[src/rtl/dice_roll_scheduler_pkg.sv]
// Shared definitions for the dice roll scheduler: FSM states and the legal throw range.
package dice_roll_scheduler_pkg;

  typedef enum logic [1:0] {
    ST_IDLE,
    ST_ROLL,
    ST_SETTLE,
    ST_CAPTURE
  } state_t;

  localparam logic [2:0] THROW_MIN = 3'd1;
  localparam logic [2:0] THROW_MAX = 3'd6;

  function automatic logic throw_legal(input logic [2:0] t);
    return (t >= THROW_MIN) && (t <= THROW_MAX);
  endfunction

endpackage

[src/rtl/dice_roll_scheduler_rr_arbiter.sv]
// Combinational round-robin picker: first set req at or after rr_ptr, wrapping.
module rr_arbiter #(
  parameter int unsigned N_PLAYERS = 4,
  localparam int unsigned PW = $clog2(N_PLAYERS)
) (
  input  logic [N_PLAYERS-1:0] req,
  input  logic [PW-1:0]        rr_ptr,
  output logic [N_PLAYERS-1:0] grant,
  output logic [PW-1:0]        index,
  output logic                 any
);

  always_comb begin
    logic [PW-1:0] c;
    any   = 1'b0;
    index = '0;
    grant = '0;
    c     = '0;
    for (int unsigned i = 0; i < N_PLAYERS; i++) begin
      c = PW'((32'(rr_ptr) + i) % N_PLAYERS);
      if (!any && req[c]) begin
        any   = 1'b1;
        index = c;
      end
    end
    if (any) grant[index] = 1'b1;
  end

endmodule

[src/rtl/dice_roll_scheduler.sv]
// Shares one dice between N players: round-robin grant, timed button press, settle,
// capture with bounded re-rolls on illegal throws, tagged result pulse.
module dice_roll_scheduler
  import dice_roll_scheduler_pkg::*;
#(
  parameter int unsigned N_PLAYERS     = 4,
  parameter int unsigned ROLL_CYCLES   = 8,
  parameter int unsigned SETTLE_CYCLES = 2,
  parameter int unsigned MAX_RETRY     = 3,
  localparam int unsigned PW = $clog2(N_PLAYERS)
) (
  input  logic                 clk,
  input  logic                 rst,
  input  logic [N_PLAYERS-1:0] req,
  output logic [N_PLAYERS-1:0] grant,
  output logic                 dice_button,
  input  logic [2:0]           dice_throw,
  output logic [2:0]           result,
  output logic [PW-1:0]        result_player,
  output logic                 result_valid,
  output logic                 result_err,
  output logic                 busy
);

  localparam int unsigned CNT_MAX = (ROLL_CYCLES > SETTLE_CYCLES) ? ROLL_CYCLES : SETTLE_CYCLES;
  localparam int unsigned CW      = $clog2(CNT_MAX + 1);
  localparam int unsigned RW      = $clog2(MAX_RETRY + 2);

  localparam logic [CW-1:0] ROLL_LAST   = CW'(ROLL_CYCLES - 1);
  localparam logic [CW-1:0] SETTLE_LAST = CW'(SETTLE_CYCLES - 1);
  localparam logic [RW-1:0] RETRY_LIMIT = RW'(MAX_RETRY);
  localparam logic [PW-1:0] LAST_PLAYER = PW'(N_PLAYERS - 1);

  state_t                 state_q, state_d;
  logic [N_PLAYERS-1:0]   grant_q, grant_d;
  logic                   dice_button_q, dice_button_d;
  logic [2:0]             result_q, result_d;
  logic [PW-1:0]          result_player_q, result_player_d;
  logic                   result_valid_q, result_valid_d;
  logic                   result_err_q, result_err_d;
  logic                   busy_q, busy_d;
  logic [PW-1:0]          rr_ptr_q, rr_ptr_d;
  logic [PW-1:0]          owner_q, owner_d;
  logic [CW-1:0]          cnt_q, cnt_d;
  logic [RW-1:0]          retry_q, retry_d;

  logic [N_PLAYERS-1:0]   arb_grant;
  logic [PW-1:0]          arb_index;
  logic                   arb_any;

  rr_arbiter #(.N_PLAYERS(N_PLAYERS)) u_arb (
    .req    (req),
    .rr_ptr (rr_ptr_q),
    .grant  (arb_grant),
    .index  (arb_index),
    .any    (arb_any)
  );

  always_comb begin
    logic finish;
    finish          = 1'b0;
    state_d         = state_q;
    grant_d         = grant_q;
    result_d        = result_q;
    result_player_d = result_player_q;
    result_valid_d  = 1'b0;
    result_err_d    = result_err_q;
    rr_ptr_d        = rr_ptr_q;
    owner_d         = owner_q;
    cnt_d           = cnt_q;
    retry_d         = retry_q;

    case (state_q)
      ST_IDLE: begin
        if (arb_any) begin
          state_d = ST_ROLL;
          grant_d = arb_grant;
          owner_d = arb_index;
          cnt_d   = '0;
          retry_d = '0;
        end
      end
      ST_ROLL: begin
        if (cnt_q == ROLL_LAST) begin
          state_d = ST_SETTLE;
          cnt_d   = '0;
        end else begin
          cnt_d = cnt_q + CW'(1);
        end
      end
      ST_SETTLE: begin
        if (cnt_q == SETTLE_LAST) begin
          state_d = ST_CAPTURE;
          cnt_d   = '0;
        end else begin
          cnt_d = cnt_q + CW'(1);
        end
      end
      ST_CAPTURE: begin
        if (throw_legal(dice_throw)) begin
          finish       = 1'b1;
          result_d     = dice_throw;
          result_err_d = 1'b0;
        end else if (retry_q < RETRY_LIMIT) begin
          state_d = ST_ROLL;
          retry_d = retry_q + RW'(1);
          cnt_d   = '0;
        end else begin
          finish       = 1'b1;
          result_d     = '0;
          result_err_d = 1'b1;
        end
      end
      default: state_d = ST_IDLE;
    endcase

    if (finish) begin
      state_d         = ST_IDLE;
      grant_d         = '0;
      result_valid_d  = 1'b1;
      result_player_d = owner_q;
      rr_ptr_d        = (owner_q == LAST_PLAYER) ? '0 : owner_q + PW'(1);
    end

    // Button and busy are registered copies of the next state, so they align with it.
    dice_button_d = (state_d == ST_ROLL);
    busy_d        = (state_d != ST_IDLE);
  end

  always_ff @(posedge clk or negedge rst) begin
    if (!rst) begin
      state_q         <= ST_IDLE;
      grant_q         <= '0;
      dice_button_q   <= 1'b0;
      result_q        <= '0;
      result_player_q <= '0;
      result_valid_q  <= 1'b0;
      result_err_q    <= 1'b0;
      busy_q          <= 1'b0;
      rr_ptr_q        <= '0;
      owner_q         <= '0;
      cnt_q           <= '0;
      retry_q         <= '0;
    end else begin
      state_q         <= state_d;
      grant_q         <= grant_d;
      dice_button_q   <= dice_button_d;
      result_q        <= result_d;
      result_player_q <= result_player_d;
      result_valid_q  <= result_valid_d;
      result_err_q    <= result_err_d;
      busy_q          <= busy_d;
      rr_ptr_q        <= rr_ptr_d;
      owner_q         <= owner_d;
      cnt_q           <= cnt_d;
      retry_q         <= retry_d;
    end
  end

  assign grant         = grant_q;
  assign dice_button   = dice_button_q;
  assign result        = result_q;
  assign result_player = result_player_q;
  assign result_valid  = result_valid_q;
  assign result_err    = result_err_q;
  assign busy          = busy_q;

endmodule

[config.mk]
export PLATFORM = sky130hd
export DESIGN_NAME = dice_roll_scheduler
export DESIGN_NICKNAME = d
export VERILOG_FILES = /design/src/rtl/dice_roll_scheduler_pkg.sv /design/src/rtl/dice_roll_scheduler_rr_arbiter.sv /design/src/rtl/dice_roll_scheduler.sv
export SDC_FILE = /design/constraint.sdc
export NUM_CORES = 1
export LEC_CHECK = 0
export BUFFER_PORTS_ARGS = -buffer_cell sky130_fd_sc_hd__buf_4
export CORE_MARGIN = 2
export CORE_UTILIZATION = 58
export CTS_BUF_LIST = sky130_fd_sc_hd__clkbuf_2
export CTS_CLUSTER_SIZE = 28
export DETAILED_ROUTE_END_ITERATION = 12
export MAX_ROUTING_LAYER = met4
export PLACE_DENSITY = 0.81
export SETUP_SLACK_MARGIN = 0.1
export SLEW_MARGIN = 40
export SYNTH_ARGS = -nofsm -noshare
export SYNTH_HDL_FRONTEND = slang
export SYNTH_SLANG_ARGS = --single-unit
[constraint.sdc]
create_clock -name clk -period 2.3 [get_ports clk]
set_clock_uncertainty 0.1 [all_clocks]
set_input_delay 0 -clock clk [delete_from_list [all_inputs] [get_ports clk]]
set_output_delay 0 -clock clk [all_outputs]
set_load 0.005 [all_outputs]
==> results.py <==
metrics = {
    "synthesis": {
        "synth_area_per_cell_um2": 9.75,
        "async_reset_ff_share_pct": 100,
        "yosys.area.top_type_share_pct": 47.0,
        "synth_area_leaders": "dfrtp_1 (47%), ha_1 (8.1%), nand2_1 (7.3%)",
        "post_synth_instance_area_mm2": 0.00138,
        "synth-seq-cells": 26,
        "synthFlopType": "dfrtp_1",
        "ys_types": 43,
        "synth_edf_count": 0,
        "seq_area_frac_synth_pct": 47.0,
        "yosysWarnings": 0,
        "yosysTopAreaCell": "dfrtp_1",
        "synthCells": 142,
        "syn-num-nets": 160,
    },
    "setup_path": {
        "crit_buf_inv": 2,
        "rr_worst_depth": 6,
        "rrSetupSlack_ns": 0.29,
        "required_ns": 2.50,
        "critPathArrivalTime_ns": 2.21,
        "crit_fanout": 8,
        "path_depth": 6,
        "critPathKind": "register to register",
        "slowest_stage": "dlygate4sd3_1",
        "worstReg2RegStart": "state_q[0]",
        "worstReg2RegEnd": "grant[3]",
        "start_kind": "register",
        "cp_top_family": "buffers and inverters",
        "end_kind": "register",
        "slowest_delay_ns": 0.60,
        "path_common_cell": "nand2_1",
        "crit_chain": "inv_1 > ha_1 > nand2_1 > dlygate4sd3_1 > nand2_1 > a21oi_1",
    },
    "detailed_routing": {
        "vias": 1198,
        "drt_iter0_drc": 25,
        "drc": 0,
        "drtPass1Iterations": 4,
        "wirelength_mm": 2.95,
        "via_per_inst": 5.87,
        "antenna_left": 0,
        "avgRoutedWirePerCell_um": 14.5,
    },
    "status": {
        "outcome": "complete, no violations",
    },
    "sta": {
        "final-max-slew-violation-count": 0,
        "period_share_pct": 87.5,
        "setup_viol": 0,
        "rsz0062_at_grt": "no",
        "whs_ns": 0.0306,
        "slew_headroom_pct": 70.7,
        "worst_slew_pin_slew_ns": 0.433,
        "tns_ns": 0,
        "fmax_ghz": 0.497,
        "hold_viol": 0,
        "timing.final.crit_period_ns": 2.01,
    },
    "place": {
        "place.gp.congestion": 0.765,
        "hpwl_mm": 1.99,
        "numPortBuffers": 21,
        "dpl_cell_area_mm2": 0.00157,
    },
    "die": {
        "die_area_mm2": 0.00279,
        "die-width_um": 52.8,
        "io_pins": 22,
        "die_h_um": 52.8,
        "std_cell_rows": 17,
        "core_mm2": 0.00223,
        "start_util_pct": 62.0,
    },
    "worst_hold_path": {
        "holdPathEnd": "state_q[0]",
        "hold_path_depth": 5,
        "hp-class": "input port to register",
        "worstHoldStart": "req[1]",
    },
    "finish": {
        "final_common_cell": "nand2_1",
        "layout_common_cells": "nand2_1 (27), dfrtp_1 (26), buf_4 (22)",
        "nets": 195,
        "antennaDiodeCount": 0,
        "syn_to_final_growth_pct": 22.7,
        "postLayoutCellArea_mm2": 0.00170,
        "drive_gt1_share_pct": 20.5,
    },
    "pwr": {
        "internal-power_uw": 845,
        "leakage_uw": 0.000836,
        "power_density_mw_per_mm2": 786,
        "switchingPower_uw": 489,
        "vdd_ir_drop_max_mv": 0.563,
        "swShare_pct": 36.6,
        "share_comb_of_total_power_pct": 38.4,
        "clock_power_share_pct": 13.5,
        "p_seq_share_pct": 48.1,
    },
    "clock_network": {
        "cts_made_buffers": 3,
        "htree_levels": 1,
        "cts-root-buf": "clkbuf_2",
        "numClockSinks": 26,
        "cts_resized": 0,
        "cts.clk_slew.worst_paths_ns": 0.25,
        "cts_tree": "yes",
        "clk_latency_ns": 0.37,
        "clockBufferDepth": 2,
    },
    "global_routing": {
        "grt_max_degree": 27,
        "grt_pass1_vias": 1139,
        "grt_overflow": 0,
        "antenna_found_initial": 0,
        "grt_usage_pct": 25.3,
        "grt_pass1_wl_mm": 4.94,
    },
    "job": {
        "max_cap_viol_count": 0,
    },
}
## cell families (layout without fill, tap and decap cells)
family | Yosys count | in the layout | share of synthesized area [%]
AND/OR/NAND/NOR | 59 | 59 | 22.1
AO/OA/AOI/OAI | 37 | 37 | 19.3
flip-flops | 26 | 26 | 47.0
buffers and inverters | 11 | 45 | 3.53
adder cells (fa/ha/maj) | 9 | 9 | 8.14
## worst max path at each step
stage	start	slack (ns)	end
2_1_floorplan	state_q[0]	0.52	retry_q[1]
3_3_place_gp	state_q[0]	0.53	retry_q[1]
3_5_place_dp	state_q[0]	0.46	retry_q[1]
4_1_cts	state_q[0]	0.31	grant[3]
5_1_grt	state_q[0]	0.19	grant[3]
6_report	state_q[0]	0.29	grant[3]
## registers in the layout, indices dropped and copies added (netlist names)
signal / count
busy: 1
cnt_q: 4
dice_button: 1
grant: 4
owner_q: 2
result: 3
result_err: 1
result_player: 2
result_valid: 1
retry_q: 3
rr_ptr_q: 2
state_q: 2
## synth_stat cells (3+ instances only)
library cell  instances
a21o_1                3
nor2b_1               3
ha_1                  9
inv_1                 8
o21ai_0               9
a21oi_1               7
nand2_1              27
nand3_1               5
dfrtp_1              26
nor2_1                6
## layout make-up
cell class | instances | area (µm²)
Multi-Input combinational cell | 105 | 684
Sequential cell | 26 | 651
Fill cell | 151 | 536
Timing Repair Buffer | 32 | 275
Tap cell | 28 | 35.0
Inverter | 9 | 33.8
Clock buffer | 3 | 15.0
Clock inverter | 1 | 3.75
## power by group through the flow
stage               logic, µW  clock network [µW]  registers [µW]
global placement          453                   0             643
floorplan                 304                   0             639
global route              568                 197             659
CTS                       511                 182             642
detailed placement        482                   0             649
finish                    512                 180             642
## worst min-delay path: stages
cell     delay [ns]
buf_4          0.11
nor4_1         0.07
nand3_1        0.08
nand3_1        0.14
inv_1          0.09
## repair_timing
action / 4_1_cts / 5_1_grt
buffers inserted: 0 / 0
endpoints found under the hold margin: 34 / 0
hold buffers: 10 / 0
## metal layers
layer	wire (µm)	GRT usage, %	share of wire, %
met5	0	-	0
met4	42	9.40	1.4
met3	145	4.57	4.9
met2	1460	42.1	50
met1	1300	30.9	44
## stage by stage
stage          std cells  worst slack (ns)  utilization (%)  power [µW]
2_1_floorplan        142             0.525                -         943
6_report             204             0.287             76.0        1330
3_5_place_dp         190             0.464             70.3        1130
4_1_cts              204             0.312             76.0        1330
3_3_place_gp         190             0.532             70.3        1100
5_1_grt              204             0.191             76.0        1420
Power figures use the tool's default switching activity.
